## config.mk

```make
export PLATFORM = sky130hd
export DESIGN_NAME = sram_sync_flat
export DESIGN_NICKNAME = d
export VERILOG_FILES = /design/src/rtl/sram_sync_if.sv /design/src/rtl/sram_sync.sv /design/src/flat_wrapper.sv
export SDC_FILE = /design/constraint.sdc
export NUM_CORES = 2
export LEC_CHECK = 0
export CORE_ASPECT_RATIO = 1.4
export CORE_MARGIN = 8
export CORE_UTILIZATION = 30
export DETAILED_ROUTE_END_ITERATION = 16
export PLACE_DENSITY_LB_ADDON = 0.3
export RECOVER_POWER = 50
export SLEW_MARGIN = 10
export SYNTH_ARGS = -nofsm -noshare
export SYNTH_HDL_FRONTEND = slang
export SYNTH_SLANG_ARGS = --single-unit
export TNS_END_PERCENT = 50
```

## constraint.sdc

```tcl
create_clock -name clock -period 6.05 [get_ports clock]
set_input_delay 1.21 -clock clock [delete_from_list [all_inputs] [get_ports clock]]
set_output_delay 1.21 -clock clock [all_outputs]
set_load 0.01 [all_outputs]
```

## src/rtl/sram_sync_if.sv

```systemverilog
// Request/response bundle for sram_sync. parity_error exists only when
// SRAM_SYNC_PARITY_EN is defined.
interface sram_sync_if #(
  parameter int DATA_WIDTH = 16,
  parameter int ADDR_WIDTH = 8
);
  logic                    request_valid;
  logic                    request_ready;
  logic                    request_write;
  logic [ADDR_WIDTH-1:0]   address;
  logic [DATA_WIDTH-1:0]   write_data;
  logic [DATA_WIDTH/8-1:0] byte_enable;
  logic                    read_valid;
  logic [DATA_WIDTH-1:0]   read_data;
  logic                    clear_busy;
`ifdef SRAM_SYNC_PARITY_EN
  logic                    parity_error;

  modport master (
    output request_valid, request_write, address, write_data, byte_enable,
    input  request_ready, read_valid, read_data, clear_busy, parity_error
  );
  modport slave (
    input  request_valid, request_write, address, write_data, byte_enable,
    output request_ready, read_valid, read_data, clear_busy, parity_error
  );
`else
  modport master (
    output request_valid, request_write, address, write_data, byte_enable,
    input  request_ready, read_valid, read_data, clear_busy
  );
  modport slave (
    input  request_valid, request_write, address, write_data, byte_enable,
    output request_ready, read_valid, read_data, clear_busy
  );
`endif
endinterface

```

## src/rtl/sram_sync.sv

```systemverilog
// Single-port synchronous SRAM with byte enables and a post-reset clear sweep.
// Optional per-byte even parity with SRAM_SYNC_PARITY_EN.
module sram_sync #(
  parameter int                    DATA_WIDTH  = 16,
  parameter int                    ADDR_WIDTH  = 8,
  parameter int                    RAM_DEPTH   = 256,
  parameter logic [DATA_WIDTH-1:0] CLEAR_VALUE = '0
) (
  input  logic       clock,
  input  logic       reset,
  sram_sync_if.slave bus
);
  localparam int NB    = DATA_WIDTH / 8;
  localparam int IDX_W = (RAM_DEPTH > 1) ? $clog2(RAM_DEPTH) : 1;
`ifdef SRAM_SYNC_PARITY_EN
  localparam int MEM_W = DATA_WIDTH + NB;
`else
  localparam int MEM_W = DATA_WIDTH;
`endif
  localparam logic [IDX_W-1:0]    LAST_IDX = IDX_W'(RAM_DEPTH - 1);
  localparam logic [ADDR_WIDTH:0] DEPTH_L  = (ADDR_WIDTH + 1)'(RAM_DEPTH);

  typedef enum logic {CLEAR, READY} state_t;

  function automatic logic [NB-1:0] byte_parity(input logic [DATA_WIDTH-1:0] d);
    logic [NB-1:0] p;
    p = '0;
    for (int b = 0; b < NB; b++) p[b] = ^d[8*b +: 8];
    return p;
  endfunction

  function automatic logic [MEM_W-1:0] encode(input logic [DATA_WIDTH-1:0] d);
`ifdef SRAM_SYNC_PARITY_EN
    return {byte_parity(d), d};
`else
    return d;
`endif
  endfunction

  localparam logic [MEM_W-1:0] CLEAR_WORD = encode(CLEAR_VALUE);

  logic [MEM_W-1:0]      r_mem [RAM_DEPTH];
  state_t                r_state;
  logic [IDX_W-1:0]      r_sweep;
  logic                  r_ready;
  logic                  r_busy;
  logic                  r_rvalid;
  logic [DATA_WIDTH-1:0] r_rdata;

  logic                  w_accept;
  logic                  w_in_range;
  logic [IDX_W-1:0]      w_idx;
  logic [MEM_W-1:0]      w_rd_word;

  assign w_accept   = bus.request_valid & r_ready;
  assign w_in_range = ({1'b0, bus.address} < DEPTH_L);
  assign w_idx      = bus.address[IDX_W-1:0];
  assign w_rd_word  = r_mem[w_idx];

  // Storage has no reset; the sweep is what initialises it.
  always_ff @(posedge clock) begin
    if (!reset) begin
      if (r_state == CLEAR) begin
        r_mem[r_sweep] <= CLEAR_WORD;
      end else if (w_accept && bus.request_write && w_in_range) begin
        for (int b = 0; b < NB; b++) begin
          if (bus.byte_enable[b]) begin
            r_mem[w_idx][8*b +: 8] <= bus.write_data[8*b +: 8];
`ifdef SRAM_SYNC_PARITY_EN
            r_mem[w_idx][DATA_WIDTH+b] <= ^bus.write_data[8*b +: 8];
`endif
          end
        end
      end
    end
  end

`ifdef SRAM_SYNC_PARITY_EN
  logic r_perr;
  logic w_perr;

  // Any byte whose stored bits plus parity bit come out odd is corrupt.
  assign w_perr = |(byte_parity(w_rd_word[DATA_WIDTH-1:0]) ^ w_rd_word[MEM_W-1:DATA_WIDTH]);

  always_ff @(posedge clock) begin
    if (reset)
      r_perr <= 1'b0;
    else
      r_perr <= w_accept && !bus.request_write && w_in_range && w_perr;
  end

  assign bus.parity_error = r_perr;
`endif

  always_ff @(posedge clock) begin
    if (reset) begin
      r_state  <= CLEAR;
      r_sweep  <= '0;
      r_ready  <= 1'b0;
      r_busy   <= 1'b1;
      r_rvalid <= 1'b0;
      r_rdata  <= '0;
    end else begin
      r_rvalid <= 1'b0;
      case (r_state)
        CLEAR: begin
          if (r_sweep == LAST_IDX) begin
            r_state <= READY;
            r_ready <= 1'b1;
            r_busy  <= 1'b0;
            r_sweep <= '0;
          end else begin
            r_sweep <= r_sweep + 1'b1;
          end
        end
        READY: begin
          if (w_accept && !bus.request_write) begin
            r_rvalid <= 1'b1;
            r_rdata  <= w_in_range ? w_rd_word[DATA_WIDTH-1:0] : '0;
          end
        end
        default: r_state <= CLEAR;
      endcase
    end
  end

  assign bus.request_ready = r_ready;
  assign bus.clear_busy    = r_busy;
  assign bus.read_valid    = r_rvalid;
  assign bus.read_data     = r_rdata;
endmodule

```

## src/flat_wrapper.sv

```systemverilog
// flat-port wrapper written by rule: the top's interface ports become plain ports
module sram_sync_flat 
#(
  parameter int                    DATA_WIDTH  = 16,
  parameter int                    ADDR_WIDTH  = 8,
  parameter int                    RAM_DEPTH   = 256,
  parameter logic [DATA_WIDTH-1:0] CLEAR_VALUE = '0
)
  (clock, reset, bus_request_valid, bus_request_write, bus_address, bus_write_data, bus_byte_enable, bus_request_ready, bus_read_valid, bus_read_data, bus_clear_busy);
  sram_sync_if #(.DATA_WIDTH(DATA_WIDTH), .ADDR_WIDTH(ADDR_WIDTH)) bus_i ();
  input  logic clock;
  input  logic reset;
  input wire logic [$bits(bus_i.request_valid)-1:0] bus_request_valid;
  input wire logic [$bits(bus_i.request_write)-1:0] bus_request_write;
  input wire logic [$bits(bus_i.address)-1:0] bus_address;
  input wire logic [$bits(bus_i.write_data)-1:0] bus_write_data;
  input wire logic [$bits(bus_i.byte_enable)-1:0] bus_byte_enable;
  output wire logic [$bits(bus_i.request_ready)-1:0] bus_request_ready;
  output wire logic [$bits(bus_i.read_valid)-1:0] bus_read_valid;
  output wire logic [$bits(bus_i.read_data)-1:0] bus_read_data;
  output wire logic [$bits(bus_i.clear_busy)-1:0] bus_clear_busy;
  assign bus_i.request_valid = bus_request_valid;
  assign bus_i.request_write = bus_request_write;
  assign bus_i.address = bus_address;
  assign bus_i.write_data = bus_write_data;
  assign bus_i.byte_enable = bus_byte_enable;
  assign bus_request_ready = bus_i.request_ready;
  assign bus_read_valid = bus_i.read_valid;
  assign bus_read_data = bus_i.read_data;
  assign bus_clear_busy = bus_i.clear_busy;
  sram_sync #(.DATA_WIDTH(DATA_WIDTH), .ADDR_WIDTH(ADDR_WIDTH), .RAM_DEPTH(RAM_DEPTH), .CLEAR_VALUE(CLEAR_VALUE)) u_core (.clock(clock), .reset(reset), .bus(bus_i));
endmodule
```

==> results.txt <==
- Outcome: finished, violations left
* Failing checks: max-capacitance violations, max-slew violations
- Maximum clock insertion buffer count: 4
* Post-layout nets: 8326
- Synth Warn #: 0
- Total number of H-tree levels: 5
* Maximum number of pins on one net before global-route repair: 116
- STA classifies the critical path endpoint as a flip-flop.
* Arrival time of data at the critical path endpoint: 5.59 ns
- After synthesis, the cell types taking the most area are sky130_fd_sc_hd__edfxtp_1 (76%), sky130_fd_sc_hd__mux4_2 (8.8%), sky130_fd_sc_hd__mux2i_1 (4.1%).
- Type of origin of the critical path: input port
* Starting Density: 0.3010
* Number of buffers inserted by port buffering: 48
- Combined global-route utilization of all metal layers: 0.1548
- Wires add up to 453.5 mm.
- Number of setup buffers added after CTS: 0
* Count of non-filler cells in the finished layout: 15650
* Crit path kind: in -> reg
- Summed over all nets, the half-perimeter wirelength after detailed placement is 292.4 mm.
- Worst relative slew slack: -0.5811
* Count of filler cells inserted in the layout: 50060
- During I/O placement, the number of pins put on the boundary was 49.
* Clock tree from TritonCTS: yes
- Counting the buffers created by CTS gives 363.
* Via Count: 79940
* Cell count after synthesis: 8041
- GPL Wtd Cong: 0.8354
- Insertion delay to the later sink of the worst-skew pair: 0.93 ns
- The via count of the first global-routing pass is 83340.
- Post-synthesis instance area: 162100 um2
* # rows: 319
- After detailed routing, the average wire length per cell comes to 28.98 um.
* Hold violation total from the final report: 0
- The number of gates resized after CTS was 0.
- The detailed router finished its first iteration with 7705 violations.
- The share of total power dissipated in sequential elements is 0.547.
- The number of antenna violations at the first check in global routing came to 19.
* Number of detailed-routing iterations run before antenna repair: 8
- Area growth syn-to-layout: 12.82%
- For this run the aggregate overflow at the end of global routing stands at 0.
- After synthesis, the share of flip-flops with an asynchronous set or reset is 0.
- Along the worst path, the maximum fanout reaches 39.
* Multi-input gate area: 34470 um2
* Leakage power: 66.16 nW
* Share of the synthesized area in the top cell type: 0.7588
- Final clock period utilization by the worst path: 0.8521
* Main flop type after synthesis: sky130_fd_sc_hd__edfxtp_1
* Remaining DRCs: 0
- Of the total power, the clock network draws 0.423.
- Share of final-layout standard cells stronger than drive strength 1: 0.1893
- The share of total power dissipated in combinational logic is 0.030.
- Max_cap viols: 21
- In this run the standard cell core region covers 538400 um2.
- The final-report max-slew violation count is 1040.
- For this design the ratio of total power to cell area is 309.1 nW/um2.
- Sw power: 0.01167 W
- Unrepaired setup endpoints after global routing: no
* Setup violation total in the final timing report: 0
- Highest Clock Rate: 194.0 MHz
- Switch share: 0.2065
- When the netlist entered floorplanning its net count stood at 8072.
- Measured along the y axis, the die boundary spans 885.7 um.
- Global-route wire length before repair: 637.7 mm
- Buffers inserted to repair hold after CTS numbered 0.
- After clock tree synthesis, the clock-pin slew on the worst setup and hold paths is 0.08 ns.
- The internal power of the cells totals 0.04485 W.
- Die width: 637.2 um
- In this run the worst hold path is classified as reg -> reg.
- Number of nets still failing antenna checks after routing: 0
* Flip-flop and latch count after synthesis: 4124
- The tree built by TritonCTS fans out to 4124 sinks.
* Placed cells: 14990
* Period minus WS final: 5.155 ns
- Data on the critical path is required at its endpoint by 6.48 ns.
- Yosys mapped the design onto 83 distinct sky130hd cell types.
- The clock arrives with 0.05920 ns of skew.
* Die Area: 564400 um2
* Worst-Margin Slew: 2.372 ns
* Library cell used as clock root buffer: sky130_fd_sc_hd__clkbuf_16
- Post-Synthesis Mean Instance Area: 20.16 um2
* Cell accounting for the most synthesized area: sky130_fd_sc_hd__edfxtp_1
- Ratio of routed vias to standard cells: 5.107
* Setup TNS: 0 ns
- Worst vdd ir: 0.2450 mV
* Post-synth EDFFs: 4096
- Of the synthesized area, sequential elements account for 0.7623.
* Sequential standard cell area: 123600 um2
## power by group through the flow
stage | Clock [W] | Sequential [W] | Combinational [W]
after floorplan | 0 | 0.0316 | 0.00112
after global placement | 0 | 0.0316 | 0.00169
after detailed placement | 0 | 0.0316 | 0.00170
after CTS | 0.0243 | 0.0309 | 0.00170
after global routing | 0.0253 | 0.0309 | 0.00174
final | 0.0239 | 0.0309 | 0.00168
## routing by layer
| layer | track usage | routed length, um |
|---|---|---|
| met5 | 0 | 27 |
| met4 | 0.05734 | 18810 |
| met1 | 0.1865 | 173100 |
| met2 | 0.2814 | 237800 |
| met3 | 0.02086 | 23850 |
## cells in the mapped netlist, types with 95 or more instances
cell type / n
sky130_fd_sc_hd__buf_2: 177
sky130_fd_sc_hd__nor2_1: 557
sky130_fd_sc_hd__mux4_2: 633
sky130_fd_sc_hd__mux2i_1: 664
sky130_fd_sc_hd__nand2_1: 251
sky130_fd_sc_hd__o221ai_1: 121
sky130_fd_sc_hd__a211oi_1: 102
sky130_fd_sc_hd__o22ai_1: 241
sky130_fd_sc_hd__clkbuf_1: 116
sky130_fd_sc_hd__o21ai_0: 95
sky130_fd_sc_hd__edfxtp_1: 4096
sky130_fd_sc_hd__a21oi_1: 133
## layout make-up
class / count / area share
antenna: 6 / 0.00008211
clock buffer: 420 / 0.05154
clock inverter: 234 / 0.01442
inverter: 3 / 0.0001026
multi-input combinational: 3358 / 0.1885
sequential: 4124 / 0.6757
tap: 7062 / 0.04832
timing repair buffer: 445 / 0.02135
## worst paths after layout
kind	startpoint	cells past startpoint	slack, ns	to
setup / recovery	bus_request_valid	7	0.89	u_core.r_mem[237][4]$_DFFE_PP_
hold / removal	u_core.bus.clear_busy$_SDFFE_PP1P_	1	0.47	u_core.bus.clear_busy$_SDFFE_PP1P_
setup reg to reg	u_core.r_state$_SDFF_PP0_	6	0.99	u_core.r_mem[237][4]$_DFFE_PP_
hold reg to reg	u_core.bus.clear_busy$_SDFFE_PP1P_	1	0.47	u_core.bus.clear_busy$_SDFFE_PP1P_
## cells by family (layout without fill, tap and decap cells)
logic type | after synthesis | in the layout | share of synthesized area
adder cells (fa/ha/maj) | 1 | 1 | 0.00007718
AO/OA/AOI/OAI | 888 | 888 | 0.03794
multiplexers | 1404 | 1404 | 0.1449
XOR/XNOR | 6 | 6 | 0.0003242
flip-flops | 4124 | 4124 | 0.7623
AND/OR/NAND/NOR | 1059 | 1059 | 0.02841
buffers and inverters | 559 | 1102 | 0.02607
other | 0 | 6 | 0
## sequential cells by signal (all words and copies together) (netlist names)
name / cells
u_core.bus.read_data: 16
u_core.r_mem: 4096
u_core.r_state: 1
u_core.bus.clear_busy: 1
u_core.bus.request_ready: 1
u_core.bus.read_valid: 1
u_core.r_sweep: 8
## cells in the final DEF (no fill, tap or decap), types with 31 or more instances in the layout
| cell | instances |
|---|---|
| sky130_fd_sc_hd__edfxtp_1 | 4096 |
| sky130_fd_sc_hd__mux2i_1 | 664 |
| sky130_fd_sc_hd__mux4_2 | 633 |
| sky130_fd_sc_hd__nor2_1 | 554 |
| sky130_fd_sc_hd__clkbuf_16 | 368 |
| sky130_fd_sc_hd__buf_4 | 281 |
| sky130_fd_sc_hd__nand2_1 | 250 |
| sky130_fd_sc_hd__o22ai_1 | 241 |
| sky130_fd_sc_hd__a21oi_1 | 133 |
| sky130_fd_sc_hd__o221ai_1 | 121 |
| sky130_fd_sc_hd__a211oi_1 | 102 |
| sky130_fd_sc_hd__clkbuf_1 | 99 |
| sky130_fd_sc_hd__o21ai_0 | 94 |
| sky130_fd_sc_hd__mux4_1 | 92 |
| sky130_fd_sc_hd__clkinv_1 | 64 |
| sky130_fd_sc_hd__a22oi_1 | 62 |
| sky130_fd_sc_hd__clkinv_2 | 57 |
| sky130_fd_sc_hd__buf_12 | 51 |
| sky130_fd_sc_hd__bufinv_16 | 50 |
| sky130_fd_sc_hd__nor3_1 | 34 |
| sky130_fd_sc_hd__a2111oi_0 | 31 |
## metrics by stage
stage	power [W]	util	hold WS [ns]	instance area, um2	worst slack (ns)
6_report	0.05653	0.3396	0.4684	182900	0.8948
2_1_floorplan	0.03267	-	0.4924	162100	0.01818
3_3_place_gp	0.03325	0.3181	0.4421	171300	0.09480
3_5_place_dp	0.03326	0.3181	0.4508	171300	0.6294
5_1_grt	0.05795	0.3396	0.4942	182900	0.6955
4_1_cts	0.05698	0.3405	0.4717	183300	1.638
## worst max-delay path, cell delays in order
cell and delay (ns):
sky130_fd_sc_hd__clkdlybuf4s50_1 0.48, sky130_fd_sc_hd__nand3_2 0.11, sky130_fd_sc_hd__nor3b_1 0.48, sky130_fd_sc_hd__o21a_1 0.47, sky130_fd_sc_hd__clkbuf_1 0.54, sky130_fd_sc_hd__and2_4 0.69
sky130_fd_sc_hd__clkbuf_1 1.53
(Power assumes the default switching activity.)
